## src/rtl/add_round_key.sv

```systemverilog
// AES round-key addition stage: XORs each state beat with the key for the
// current round, tracks the round index itself, one valid/ready register stage.
module add_round_key #(
  parameter int NR = 10
) (
  input  logic         clk,
  input  logic         rst,
  input  logic         key_we,
  input  logic [3:0]   key_waddr,
  input  logic [0:127] key_wdata,
  input  logic         round_clr,
  input  logic         in_valid,
  output logic         in_ready,
  input  logic [0:127] in_data,
  output logic         out_valid,
  input  logic         out_ready,
  output logic [0:127] out_data,
  output logic [3:0]   out_round,
  output logic         out_last
);

  // Handshake: a beat moves on any rising edge where valid && ready; in_ready
  // is !out_valid || out_ready and never looks at in_valid.

  localparam logic [3:0] LAST = 4'(NR);

  logic [0:127] r_key [0:NR];
  logic [3:0]   r_cnt;
  logic         r_out_valid;
  logic [0:127] r_out_data;
  logic [3:0]   r_out_round;
  logic         r_out_last;

  logic         w_accept;
  logic [3:0]   w_cnt_eff;
  logic [3:0]   w_cnt_next;
  logic [0:127] w_key;

  assign in_ready   = !r_out_valid || out_ready;
  assign w_accept   = in_valid && in_ready;
  assign w_cnt_eff  = round_clr ? 4'd0 : r_cnt;
  assign w_cnt_next = (w_cnt_eff == LAST) ? 4'd0 : w_cnt_eff + 4'd1;

  // Table read mux; entries beyond NR do not exist so an unmatched index reads 0.
  always_comb begin
    w_key = '0;
    for (int i = 0; i <= NR; i++) begin
      if (w_cnt_eff == i[3:0]) w_key = r_key[i];
    end
  end

  // Key table: the read above sees pre-edge contents even on a same-edge write.
  always_ff @(posedge clk or negedge rst) begin
    if (!rst) begin
      for (int i = 0; i <= NR; i++) r_key[i] <= '0;
    end else if (key_we) begin
      for (int i = 0; i <= NR; i++) begin
        if (key_waddr == i[3:0]) r_key[i] <= key_wdata;
      end
    end
  end

  always_ff @(posedge clk or negedge rst) begin
    if (!rst) begin
      r_cnt <= '0;
    end else if (w_accept) begin
      r_cnt <= w_cnt_next;
    end else if (round_clr) begin
      r_cnt <= '0;
    end
  end

  always_ff @(posedge clk or negedge rst) begin
    if (!rst) begin
      r_out_valid <= 1'b0;
      r_out_data  <= '0;
      r_out_round <= '0;
      r_out_last  <= 1'b0;
    end else if (w_accept) begin
      r_out_valid <= 1'b1;
      r_out_data  <= in_data ^ w_key;
      r_out_round <= w_cnt_eff;
      r_out_last  <= (w_cnt_eff == LAST);
    end else if (out_ready) begin
      r_out_valid <= 1'b0;
    end
  end

  assign out_valid = r_out_valid;
  assign out_data  = r_out_data;
  assign out_round = r_out_round;
  assign out_last  = r_out_last;

endmodule

```

## config.mk

```make
export PLATFORM = sky130hd
export DESIGN_NAME = add_round_key
export DESIGN_NICKNAME = d
export VERILOG_FILES = /design/src/rtl/add_round_key.sv
export SDC_FILE = /design/constraint.sdc
export NUM_CORES = 2
export LEC_CHECK = 0
export ABC_AREA = 0
export CORE_MARGIN = 8
export CORE_UTILIZATION = 50
export CTS_CLUSTER_SIZE = 14
export DETAILED_ROUTE_END_ITERATION = 7
export PLACE_DENSITY = 0.69
export SETUP_SLACK_MARGIN = 0.05
export SLEW_MARGIN = 30
export SYNTH_ARGS = -nofsm -noshare
export SYNTH_HDL_FRONTEND = slang
export SYNTH_SLANG_ARGS = --single-unit
```

## constraint.sdc

```tcl
create_clock -name clk -period 5.22 [get_ports clk]
set_input_delay 1.044 -clock clk [delete_from_list [all_inputs] [get_ports clk]]
set_output_delay 1.044 -clock clk [all_outputs]
set_load 0.02 [all_outputs]
```

==> run metrics <==
Die W 395 um; Yosys reg bits 1,546; critical path class register to register; gr usage total 0.279; cts hold-fix bufs 0; ys flop type dfrtp_1; RSZ-0062 raised after global routing no; post-synthesis sequential area ratio 0.539; syn_nets 6,039; Mapped Cells 5,773; Layout Nets 6,150; Syn-to-layout area delta 15.8%; worst endpoint required time 5.89 ns; Post-Place Cells 7,612; maxcap violations 0; post-layout min period 3.82 ns; worst slew pin tran 1.01 ns; Clock Tree Root clkbuf_16; Hold Vio Cnt, Final 0; share of cells above drive strength 1 0.331; DR WL/cell 28.1 um; Post-DP Area 0.0774 mm2; DR pass1 iterations 5; fmax 262 MHz; Static Leakage 0.0347 uW; vias 51,000; fillers 11,500; Finished Layout Cells 7,936; Clock transition at path regs 0.06 ns; CP Max Fanout 54; Netlist cell types 78; worst min-delay path category primary input to async pin; die area 0.156 mm2; Initial Util 0.502; initial drt markers 4,995; drt via density 6.42; largest net degree at the start of global routing 184; ys async rst share 1.00; gr ovfl total 0; first-pass GRT wire length 338,000 um; Slew HR 0.329; H-tree level count 4; Worst VDD drop 0.000325 V; gp weighted congestion 0.820; period utilisation layout 0.731; antenna violations before repair 40; Setup TNS Final 0 ns; Worst Hold Slack 0.186 ns; Final Instance Area 0.0831 mm2; EDFF count, synth 0; Yosys Warn Count 0; post-DP HPWL 130,000 um; Routed WL 223,000 um; cts repair resizes 0; Worst Skew 0.0253 ns; Post-DRT Antenna Nets 0; DRC errors left 0; Sink Count 1,546; Critical Path AT 4.49 ns; Power Density 412 mW/mm2; Mean Syn Cell Area 12.4 um2; vias in the first global route 52,500; clock buffer depth 3; FP Rows 139; outcome complete, no violations; Cell Area, Synth 0.0717 mm2; final setup fails 0; Max Slew Vio Count 0; Worst-Skew Late Latency 0.80 ns; total CTS buffers 165; Port Buf Inserts 400; crit end category register; Die Height 395 um; startpoint types register; io pins 401; core area 0.143 mm2; post-CTS setup buffers 0; CTS tree yes
==> per-stage QoR <==
step	total power, uW	utilization	setup WS [ns]
after CTS	34400	0.579	1.43
after floorplan	20100	-	2.39
after global routing	35700	0.581	1.27
after global placement	22200	0.541	0.787
after detailed placement	22500	0.541	0.736
final	34200	0.581	1.40
==> worst max-delay path: stages, from the launching register on <==
cell and delay [ns]:
dfrtp_4 0.77, nor4_1 0.75, or2_4 0.88, buf_4 0.37, a22oi_1 0.12, a31oi_1 0.49, xnor2_1 0.19, o21ai_1 0.07
==> logic make-up (layout without fill, tap and decap cells) <==
family          after synthesis  after routing  share of synthesized area
buf+inv                     612            847                     0.0359
flops                      1546           1546                      0.539
compound gates             1398           1398                      0.144
xor+xnor                     31             31                    0.00378
simple gates                742            742                     0.0506
other cells                   0             25                          0
mux                        1444           1444                      0.226
==> cell usage after synthesis, drive strengths merged (67+ instances only) <==
cell type	count	area [um2]
o2bb2ai	74	648
a221oi	78	683
mux2	1432	16100
o21a	84	631
o221a	80	901
clkbuf	442	1660
buf	165	898
nor2	162	643
a31oi	99	619
nand2	248	931
a2bb2oi	73	639
nor3	78	395
o22ai	115	719
a21oi	197	986
a22oi	195	1460
nor2b	86	538
dfrtp	1546	38700
o21ai	99	495
o31ai	67	513
==> power by group <==
group | internal (uW) | switching (uW)
logic | 3270 | 2760
clock network | 6920 | 4930
registers | 14700 | 1620
==> final cells by class <==
class / count / area, um2 / share of cell area
clock buffers: 232 / 4740 / 0.0571
inverters: 5 / 26.3 / 0.000316
repair buffers: 551 / 5840 / 0.0703
multi-input cells: 3615 / 30700 / 0.369
well taps: 1903 / 2380 / 0.0287
flip-flops and latches: 1546 / 38700 / 0.466
diodes: 25 / 62.6 / 0.000753
clock inverters: 59 / 682 / 0.00821
==> placed cells by master (no fill, tap or decap), types with 25 or more instances in the layout <==
master,instances
dfrtp_1,1544
mux2_2,1432
clkdlybuf4s50_1,399
nand2_1,243
a21oi_1,197
a22oi_1,195
clkbuf_16,168
nor2_1,146
o22ai_1,115
buf_4,101
a31oi_1,99
o21a_1,84
nor2b_1,84
o21ai_0,81
o221a_2,80
a221oi_1,78
nor3_1,76
o2bb2ai_1,74
a2bb2oi_1,73
o31ai_1,65
o211ai_1,50
nand3_1,43
buf_12,38
clkbuf_1,34
clkinv_2,32
clkbuf_8,30
a221o_1,27
a211oi_1,26
diode_2,25
==> layer usage <==
metal	wire length, um	GRT usage	vias to the layer above
met2	102000	0.430	2007
met5	120	0	-
met3	17700	0.0663	401
li1	-	-	21800
met4	7530	0.106	18
met1	95400	0.386	26800
==> sequential cells by signal, summed over array words and instances, names as in the netlist <==
name,count
out_round,4
out_valid,1
out_last,1
out_data,128
r_key,1408
r_cnt,4
==> path summary, 6_finish.rpt <==
| path | startpoint | cells after the start | slack, ns | end |
|---|---|---|---|---|
| hold reg to reg | out_data[103] | 2 | 0.48 | out_data[103] |
| hold / removal | rst | 1 | 0.19 | r_key[33] |
| setup reg to reg | r_cnt[1] | 7 | 1.40 | out_data[59] |
| max in group asynchronous | rst | 3 | 3.47 | r_key[133] |
| min in group clk | out_data[103] | 2 | 0.48 | out_data[103] |
| setup / recovery | r_cnt[1] | 7 | 1.40 | out_data[59] |
Power figures use the tool's default switching activity.
